==> src/rtl/vec_pack_pkg.sv <==
// Shared definitions for the vector field packer.
//   state_e   : packer FSM states (ST_RUN accepts fields, ST_FLUSH emits the
//               residual of an overflowing flush)
//   clog2     : elaboration-time ceiling log2, used for derived widths
//   clamp_len : limits a requested field length to the maximum field width
package vec_pack_pkg;

  typedef enum logic {
    ST_RUN   = 1'b0,
    ST_FLUSH = 1'b1
  } state_e;

  function automatic int clog2(input int value);
    int r;
    r = 0;
    while ((1 << r) < value) r++;
    return r;
  endfunction

  function automatic int unsigned clamp_len(input int unsigned len,
                                            input int unsigned max_len);
    return (len > max_len) ? max_len : len;
  endfunction

endpackage

==> src/rtl/vector_field_packer_if.sv <==
// Field-in / word-out handshake bundle for vector_field_packer.
//   in_valid/in_ready/in_data/in_len/in_flush : field stream into the packer
//   out_valid/out_ready/out_data/out_count    : packed word stream out
// Modports: slave = packer side, master = producer/consumer side.
interface vector_field_packer_if
  import vec_pack_pkg::*;
#(
  parameter int IN_W  = 8,
  parameter int OUT_W = 16
) ();
  localparam int LEN_W = clog2(IN_W + 1);
  localparam int CNT_W = clog2(OUT_W + 1);

  logic             in_valid;
  logic             in_ready;
  logic [IN_W-1:0]  in_data;
  logic [LEN_W-1:0] in_len;
  logic             in_flush;
  logic             out_valid;
  logic             out_ready;
  logic [OUT_W-1:0] out_data;
  logic [CNT_W-1:0] out_count;

  modport slave (
    input  in_valid, in_data, in_len, in_flush, out_ready,
    output in_ready, out_valid, out_data, out_count
  );

  modport master (
    output in_valid, in_data, in_len, in_flush, out_ready,
    input  in_ready, out_valid, out_data, out_count
  );
endinterface

==> src/rtl/vec_pack_outreg.sv <==
// Single-entry valid/ready holding register for packed output words.
//   load/load_data/load_count : write a new word (caller only loads when the
//                               slot is empty or draining this cycle)
//   out_valid/out_ready       : downstream handshake
//   out_data/out_count        : held word, stable until consumed
module vec_pack_outreg #(
  parameter int OUT_W = 16,
  parameter int CNT_W = 5
) (
  input  logic             clk,
  input  logic             rst,
  input  logic             load,
  input  logic [OUT_W-1:0] load_data,
  input  logic [CNT_W-1:0] load_count,
  output logic             out_valid,
  input  logic             out_ready,
  output logic [OUT_W-1:0] out_data,
  output logic [CNT_W-1:0] out_count
);
  logic             valid_reg;
  logic [OUT_W-1:0] data_reg;
  logic [CNT_W-1:0] count_reg;

  always_ff @(posedge clk) begin
    if (rst) begin
      valid_reg <= 1'b0;
      data_reg  <= '0;
      count_reg <= '0;
    end else if (load) begin
      // A load on the draining edge replaces the old word with no bubble.
      valid_reg <= 1'b1;
      data_reg  <= load_data;
      count_reg <= load_count;
    end else if (out_ready) begin
      valid_reg <= 1'b0;
    end
  end

  assign out_valid = valid_reg;
  assign out_data  = data_reg;
  assign out_count = count_reg;
endmodule

==> src/rtl/vector_field_packer.sv <==
// Packs variable-width fields MSB-first into OUT_W-bit words.
//   clk, rst : single clock, synchronous active-high reset
//   bus      : slave side of vector_field_packer_if (fields in, words out)
// Held bits sit right-justified in acc_reg; each accepted field is shifted
// in below them. A flush that overflows one word parks the leftover bits and
// emits them from ST_FLUSH once the output slot frees up.
module vector_field_packer
  import vec_pack_pkg::*;
#(
  parameter int IN_W  = 8,
  parameter int OUT_W = 16
) (
  input  logic                  clk,
  input  logic                  rst,
  vector_field_packer_if.slave  bus
);
  localparam int LEN_W = clog2(IN_W + 1);
  localparam int CNT_W = clog2(OUT_W + 1);
  localparam int ACC_W = OUT_W + IN_W;
  localparam int SUM_W = clog2(OUT_W + IN_W + 1);
  localparam logic [SUM_W-1:0] OUT_W_S = SUM_W'(OUT_W);

  state_e           state_reg;
  logic [ACC_W-1:0] acc_reg;
  logic [CNT_W-1:0] fill_reg;

  logic             out_valid;
  logic             slot_free;
  logic             accept;
  logic [LEN_W-1:0] len_c;
  logic [SUM_W-1:0] total;
  logic [SUM_W-1:0] excess;
  logic             over;
  logic [ACC_W-1:0] field;
  logic [ACC_W-1:0] combined;
  logic [ACC_W-1:0] resid_acc;
  logic [OUT_W-1:0] full_word;
  logic [OUT_W-1:0] pad_word;
  logic [OUT_W-1:0] resid_word;

  logic             load;
  logic [OUT_W-1:0] load_data;
  logic [CNT_W-1:0] load_count;

  assign slot_free    = ~out_valid | bus.out_ready;
  assign bus.in_ready = ~rst & (state_reg == ST_RUN) & slot_free;
  assign accept       = bus.in_valid & bus.in_ready;

  assign len_c  = LEN_W'(clamp_len(32'(bus.in_len), IN_W));
  assign total  = SUM_W'(fill_reg) + SUM_W'(len_c);
  assign excess = total - OUT_W_S;
  assign over   = (total >= OUT_W_S);

  // Mask off in_data bits above the field length before appending.
  assign field     = ACC_W'(bus.in_data) & ~({ACC_W{1'b1}} << len_c);
  assign combined  = (acc_reg << len_c) | field;
  // Top OUT_W of the total bits form the full word; the rest stay held.
  assign full_word = OUT_W'(combined >> excess);
  assign resid_acc = combined & ~({ACC_W{1'b1}} << excess);
  // Partial words are left-justified with zeros below.
  assign pad_word   = OUT_W'(combined << (OUT_W_S - total));
  assign resid_word = OUT_W'(acc_reg << (OUT_W_S - SUM_W'(fill_reg)));

  always_comb begin
    load       = 1'b0;
    load_data  = '0;
    load_count = '0;
    if (state_reg == ST_FLUSH) begin
      if (slot_free) begin
        load       = 1'b1;
        load_data  = resid_word;
        load_count = fill_reg;
      end
    end else if (accept) begin
      if (over) begin
        load       = 1'b1;
        load_data  = full_word;
        load_count = CNT_W'(OUT_W);
      end else if (bus.in_flush && (total != '0)) begin
        load       = 1'b1;
        load_data  = pad_word;
        load_count = CNT_W'(total);
      end
    end
  end

  always_ff @(posedge clk) begin
    if (rst) begin
      state_reg <= ST_RUN;
      acc_reg   <= '0;
      fill_reg  <= '0;
    end else if (state_reg == ST_FLUSH) begin
      if (slot_free) begin
        acc_reg   <= '0;
        fill_reg  <= '0;
        state_reg <= ST_RUN;
      end
    end else if (accept) begin
      if (over) begin
        acc_reg  <= resid_acc;
        fill_reg <= CNT_W'(excess);
        // Leftover bits of a flush need a second word slot.
        if (bus.in_flush && (excess != '0)) state_reg <= ST_FLUSH;
      end else if (bus.in_flush) begin
        acc_reg  <= '0;
        fill_reg <= '0;
      end else begin
        acc_reg  <= combined;
        fill_reg <= CNT_W'(total);
      end
    end
  end

  vec_pack_outreg #(
    .OUT_W (OUT_W),
    .CNT_W (CNT_W)
  ) u_outreg (
    .clk        (clk),
    .rst        (rst),
    .load       (load),
    .load_data  (load_data),
    .load_count (load_count),
    .out_valid  (out_valid),
    .out_ready  (bus.out_ready),
    .out_data   (bus.out_data),
    .out_count  (bus.out_count)
  );

  assign bus.out_valid = out_valid;
endmodule
==> src/flat_wrapper.sv <==
// flat-port wrapper written by rule: the top's interface ports become plain ports
module vector_field_packer_flat import vec_pack_pkg::*;
#(
  parameter int IN_W  = 8,
  parameter int OUT_W = 16
)
  (clk, rst, bus_in_valid, bus_in_data, bus_in_len, bus_in_flush, bus_out_ready, bus_in_ready, bus_out_valid, bus_out_data, bus_out_count);
  vector_field_packer_if #(.IN_W(IN_W), .OUT_W(OUT_W)) bus_i ();
  input  logic clk;
  input  logic rst;
  input wire logic [$bits(bus_i.in_valid)-1:0] bus_in_valid;
  input wire logic [$bits(bus_i.in_data)-1:0] bus_in_data;
  input wire logic [$bits(bus_i.in_len)-1:0] bus_in_len;
  input wire logic [$bits(bus_i.in_flush)-1:0] bus_in_flush;
  input wire logic [$bits(bus_i.out_ready)-1:0] bus_out_ready;
  output wire logic [$bits(bus_i.in_ready)-1:0] bus_in_ready;
  output wire logic [$bits(bus_i.out_valid)-1:0] bus_out_valid;
  output wire logic [$bits(bus_i.out_data)-1:0] bus_out_data;
  output wire logic [$bits(bus_i.out_count)-1:0] bus_out_count;
  assign bus_i.in_valid = bus_in_valid;
  assign bus_i.in_data = bus_in_data;
  assign bus_i.in_len = bus_in_len;
  assign bus_i.in_flush = bus_in_flush;
  assign bus_i.out_ready = bus_out_ready;
  assign bus_in_ready = bus_i.in_ready;
  assign bus_out_valid = bus_i.out_valid;
  assign bus_out_data = bus_i.out_data;
  assign bus_out_count = bus_i.out_count;
  vector_field_packer #(.IN_W(IN_W), .OUT_W(OUT_W)) u_core (.clk(clk), .rst(rst), .bus(bus_i));
endmodule
==> config.mk <==
export PLATFORM = sky130hd
export DESIGN_NAME = vector_field_packer_flat
export DESIGN_NICKNAME = d
export VERILOG_FILES = /design/src/rtl/vec_pack_pkg.sv /design/src/rtl/vector_field_packer_if.sv /design/src/rtl/vec_pack_outreg.sv /design/src/rtl/vector_field_packer.sv /design/src/flat_wrapper.sv
export SDC_FILE = /design/constraint.sdc
export NUM_CORES = 1
export LEC_CHECK = 0
export CORE_AREA = 10 10 134 136
export DETAILED_ROUTE_END_ITERATION = 8
export DIE_AREA = 0 0 144 146
export PLACE_DENSITY = 0.61
export SLEW_MARGIN = 20
export SYNTH_ARGS = -nofsm -noshare
export SYNTH_HDL_FRONTEND = slang
export SYNTH_HIERARCHICAL = 1
export SYNTH_SLANG_ARGS = --single-unit
==> constraint.sdc <==
create_clock -name clk -period 5.5 [get_ports clk]
set_input_delay 0.825 -clock clk [delete_from_list [all_inputs] [get_ports clk]]
set_output_delay 0.825 -clock clk [all_outputs]
set_load 0.02 [all_outputs]
==> flow_summary.toml, run 1 <==
[outcome]
status = "completed"

[route]
via_per_inst = 7.02
first_iter_violations = 1389
antenna_left = 0
vias = 7808
drt_pass1_iterations = 8
postRouteWirelength_mm = 29.7
wl_per_cell_microns = 26.7
drc = 0

[setup_path]
slowest_delay_ns = 0.54
reg2reg_from = "u_core/fill_reg[0]"
critPathArrivalTime_ns = 5.48
path_class = "in2reg"
endpoint_kind = "register"
path_cells = "clkdlybuf4s50_1, buf_6, and2b_1, ha_1, a211o_1, and2_1, xor2_1, nor3_1, ha_1, nor2b_1, nand2_1, or3_1, nor2_1, o211ai_1, a221o_1, a21oi_1, mux2i_1, nor2_1"
reg2reg_depth = 16
critPathMaxFanout = 33
worst_path_max_delay_cell = "clkdlybuf4s50_1"
cp-endpoint = "u_core/u_outreg/out_data[3]"
worst_setup_path_start_kind = "input port"
worstPathRequired_ns = 5.74
r2r_slack_ns = 1.12
regToRegEndpoint = "u_core/u_outreg/out_data[3]"
crit_start = "bus_in_len[3]"

[clock_network]
h-tree-depth = 2
clockRootBuffer = "clkbuf_16"
cts_buffers = 5
clkTransAtPathRegs_ns = 0.07
clock_path_buffers = 2
clk_latency_ns = 0.31
clock-sinks = 52
postCtsHoldBufs = 0
tritoncts = "built"

[cells_and_area]
largest_reg_flops = 24
final_area_sq_mm = 0.00737
final_nets = 948
drive_gt1_share_pct = 10.8
syn_to_final_growth_pct = 9.75
diodes = 0
layout.cells.non_filler = 1112

[global_routing]
grt_antenna_before_repair = 0
grtUsageTotal_pct = 27.4
grt_overflow = 0
grt_pass1_wl_mm = 44.8
grt_pass1_vias = 7246
grt_max_degree = 54

[power]
power_w = 0.00132
power.leakage_nw = 2.64
pwr_density_cell_mw_per_mm2 = 180
peakVddDrop_v = 0.000135

[placement]
dpl.hpwl_mm = 22.5
placed_cell_area_sq_mm = 0.00719
routabilityCongestion = 1.08
io_buffer_count = 39
pre_cts_slack_ns = 0.000495
place_inst = 1101

[floorplanning]
die_x_microns = 144
ios = 40
die_height_microns = 146
placementRows = 46
initial_core_util_pct = 43.3
dieArea_sq_mm = 0.0210
coreArea_sq_mm = 0.0155

[logic_synthesis]
yosysWarningCount = 6
ys_seq_area_share_pct = 15.5
synthDistinctLibCells = 91
yosys_register_bits = 52
synthArstFlopShare_pct = 0
synth_fp_nets = 942
synthCells = 913
synth_ff_type = "dfxtp_1"
synth_edf_count = 0
avgSynthCellArea_sq_um = 7.35
syn_area_sq_mm = 0.00671

[sta]
grt_setup_unrepaired = "false"
skew_ns = 0.00645
slew_violations = 0
worst_pin_slew_ns = 0.995
fin_crit_ns = 5.24
hold_viol = 0
fin_setup_tns_ns = 0
fin_crit_sh_pct = 95.3
finalSetupViolCount = 0
slew_headroom_pct = 33.7
max_freq_mhz = 191
setup_slack_ns = 0.257

[min_path]
min_path_type = "reg2reg"
hold_depth = 2

[run]
cap_viol_max_count = 0
where the power goes:
group          internal (W)  switching (W)  total, W
registers          0.000382      0.0000136  0.000396
clock network      0.000173       0.000168  0.000341
logic              0.000199       0.000388  0.000587
final cells by class:
cell class / instances / area, sq um
Clock buffer: 6 / 129
Multi-Input combinational cell: 759 / 5170
Timing Repair Buffer: 79 / 684
Sequential cell: 52 / 1040
Tap cell: 192 / 240
Fill cell: 1574 / 8120
Clock inverter: 2 / 17.5
Inverter: 22 / 82.6
per-stage QoR:
stage,hold slack [ns],util [%]
after global placement,0.476,46.5
after detailed placement,0.482,46.5
after floorplan,0.454,-
after CTS,0.498,47.4
final,0.496,47.6
after global routing,0.521,47.6
synthesized netlist by cell type (12+ instances only):
library cell,n,share of area [%]
nor3_1,24,1.8
a31oi_1,14,1.3
dfxtp_1,52,16
buf_2,13,0.97
o22ai_1,14,1.3
clkbuf_1,46,2.6
a211oi_1,19,2.1
mux2i_1,81,12
mux2_2,14,2.3
a21oi_1,66,4.9
o211ai_1,17,1.9
a22oi_1,22,2.5
nand2b_1,13,1.2
nand3_1,28,2.1
nand2_1,92,5.1
a32oi_1,12,1.6
o21ai_0,33,2.5
nor2_1,106,5.9
and2_1,12,1.1
inv_1,18,1.0
repair_timing:
action / 4_1_cts / 5_1_grt
endpoints found under the setup margin: 0 / 1
buffers inserted: 0 / 3
resized for setup: 0 / 1
routing by layer:
layer,up-vias,GRT usage (%),wire length (microns)
li1,3504,-,-
met1,3626,38.1,12300
met2,569,39.1,12200
met3,109,6.30,3760
met4,0,12.1,1420
met5,-,0,0
critical path, delay by kind of cell:
kind	cells	cell delay (ns)
AND/OR/NAND/NOR	8	1.73
AO/OA/AOI/OAI	4	1.26
buffers and inverters	2	0.84
adder cells (fa/ha/maj)	2	0.48
XOR/XNOR	1	0.19
multiplexers	1	0.14
placed cells by master, fill, tap and decap left out, drive strengths merged, types with 6 or more instances in the layout:
master,netlist,routed
a211oi,19,19
a21oi,66,66
a221oi,6,6
a222oi,6,6
a22oi,22,22
a2bb2oi,9,9
a31oi,14,14
a32oi,12,12
and2,13,13
buf,34,42
clkbuf,46,6
clkdlybuf4s50,0,37
dfxtp,52,52
ha,11,11
inv,21,23
mux2,15,15
mux2i,81,81
mux4,6,6
nand2,92,92
nand2b,14,14
nand3,28,28
nand4,6,6
nor2,106,106
nor2b,11,11
nor3,25,25
nor3b,7,7
o2111ai,8,8
o211ai,18,18
o21ai,33,33
o221ai,6,6
o22ai,14,14
o31ai,6,6
o32ai,7,7
or2,6,6
or3,7,7
logic make-up after synthesis:
group	after synthesis	synth area share (%)
simple gates	333	23.6
compound gates	306	33.4
buf+inv	102	7.59
flops	52	15.5
fa+ha+maj	12	2.35
mux	102	16.7
xor+xnor	6	0.895
worst min path at each step:
stage | endpoint | start
2_1_floorplan | u_core/acc_reg[23] | u_core/acc_reg[23]
6_report | u_core/u_outreg/out_count[0] | u_core/u_outreg/out_count[0]
5_1_grt | u_core/u_outreg/out_valid | u_core/u_outreg/out_valid
3_5_place_dp | u_core/u_outreg/out_count[2] | u_core/u_outreg/out_count[2]
4_1_cts | u_core/u_outreg/out_valid | u_core/u_outreg/out_valid
3_3_place_gp | u_core/u_outreg/out_data[11] | u_core/u_outreg/out_data[11]
Power figures use the tool's default switching activity.
==> inputs of run 2 (changes only) <==
Settings changed: CELL_PAD_IN_SITES_DETAIL_PLACEMENT from default to 0, CELL_PAD_IN_SITES_GLOBAL_PLACEMENT from default to 2, CORE_AREA 10 10 134 136 to 10 10 148 150, DIE_AREA 0 0 144 146 to 0 0 158 160, PLACE_DENSITY 0.61 to 0.8.
==> flow_summary.toml, run 2 (same netlist as run 1, synthesis figures left out) <==
[setup_path]
critPathArrivalTime_ns = 5.31
worstPathRequired_ns = 5.77
endpoint_kind = "register"
worst_setup_path_start_kind = "input port"
critPathMaxFanout = 15
path_class = "in2reg"

[placement]
dpl.hpwl_mm = 24.1
routabilityCongestion = 0.962
io_buffer_count = 39
pre_cts_slack_ns = 0.209

[sta]
slew_headroom_pct = 47.6
worst_pin_slew_ns = 0.786
skew_ns = 0.0131
fin_setup_tns_ns = 0
grt_setup_unrepaired = "false"
fin_crit_ns = 5.04
max_freq_mhz = 198
hold_viol = 0
fin_crit_sh_pct = 91.7
finalSetupViolCount = 0
slew_violations = 0
setup_slack_ns = 0.456

[run]
cap_viol_max_count = 0

[clock_network]
ctsResizeCount = 0
clock-sinks = 52
postCtsHoldBufs = 0
postCtsSetupBuffers = 0
clkTransAtPathRegs_ns = 0.09
clock_path_buffers = 2
cts_buffers = 5
clockRootBuffer = "clkbuf_16"
clk_latency_ns = 0.32
h-tree-depth = 2
tritoncts = "built"

[cells_and_area]
diodes = 0
layout_commonest_cell = "nor2_1"
largest_reg_flops = 24
final_nets = 955
fill_cells = 2031
drive_gt1_share_pct = 11.4
syn_to_final_growth_pct = 11.5
layout_common_cells = "nor2_1, nand2_1, mux2i_1, a21oi_1, dfxtp_1"

[global_routing]
grt_overflow = 0
grtUsageTotal_pct = 24.1
grt_pass1_wl_mm = 46.7
grt_antenna_before_repair = 0
grt_max_degree = 54
grt_pass1_vias = 7207

[route]
vias = 7661
drc = 0
wl_per_cell_microns = 26.9
via_per_inst = 6.58
antenna_left = 0
drt_pass1_iterations = 6
first_iter_violations = 966
postRouteWirelength_mm = 31.3

[power]
peakVddDrop_v = 0.000125
power.leakage_nw = 2.68
pwr_density_cell_mw_per_mm2 = 180

[floorplanning]
die_x_microns = 158
die_height_microns = 160
placementRows = 51
ios = 40
initial_core_util_pct = 35.2
coreArea_sq_mm = 0.0191
dieArea_sq_mm = 0.0253

[min_path]
min_path_type = "reg2reg"

[outcome]
status = "completed"
-- run 2: final timing paths --
check	startpoint	endpoint	slack (ns)	cells past startpoint
setup / recovery	bus_in_len[3]	u_core/u_outreg/out_data[14]	0.46	20
hold / removal	u_core/acc_reg[23]	u_core/acc_reg[23]	0.49	2
setup reg to reg	u_core/fill_reg[0]	u_core/u_outreg/out_data[14]	1.49	17
hold reg to reg	u_core/acc_reg[23]	u_core/acc_reg[23]	0.49	2
-- run 2: cell type report --
| type | instances | area (sq um) | area share (%) |
|---|---|---|---|
| clock buffers | 6 | 129 | 1.72 |
| clock inverters | 2 | 17.5 | 0.234 |
| inverters | 22 | 82.6 | 1.10 |
| multi-input cells | 759 | 5180 | 69.3 |
| flip-flops and latches | 52 | 1040 | 13.9 |
| well taps | 238 | 298 | 3.98 |
| repair buffers | 86 | 733 | 9.80 |
-- run 2: worst max-delay path, cell delays in order --
cell	delay, ns
clkdlybuf4s50_1	0.51
nand2b_2	0.28
inv_2	0.16
ha_1	0.20
inv_1	0.06
fa_1	0.53
nand2b_1	0.19
a21oi_1	0.21
xnor2_2	0.09
buf_4	0.22
ha_1	0.19
nor2b_1	0.17
nand2_1	0.18
nor3_1	0.41
nand2_1	0.18
o311ai_1	0.29
a31oi_1	0.07
a32oi_1	0.32
mux2i_1	0.12
nor2_1	0.09
-- run 2: power by group --
group / leakage [nW] / internal, W / switching [W]
sequential: 0.420 / 0.000382 / 0.0000140
combinational: 2.19 / 0.000201 / 0.000396
clock: 0.0719 / 0.000174 / 0.000180
total: 2.68 / 0.000757 / 0.000590
-- run 2: per-layer routing --
metal  wire (microns)  up-vias  track usage (%)
li1                 -     3505                -
met1            13900     3711             33.6
met2            13600      397             35.4
met3             3040       48             6.50
met4              752        0             6.82
met5                0        -                0
-- run 2: through the flow --
stage	total power, W	utilization, %	area [sq um]	hold slack [ns]	std cells
floorplan	0.000786	-	6710	0.454	913
global placement	0.000995	38.5	7340	0.472	1157
detailed placement	0.000980	38.5	7340	0.480	1157
CTS	0.00134	39.2	7480	0.499	1165
global route	0.00140	39.2	7480	0.534	1165
finish	0.00135	39.2	7480	0.494	1165
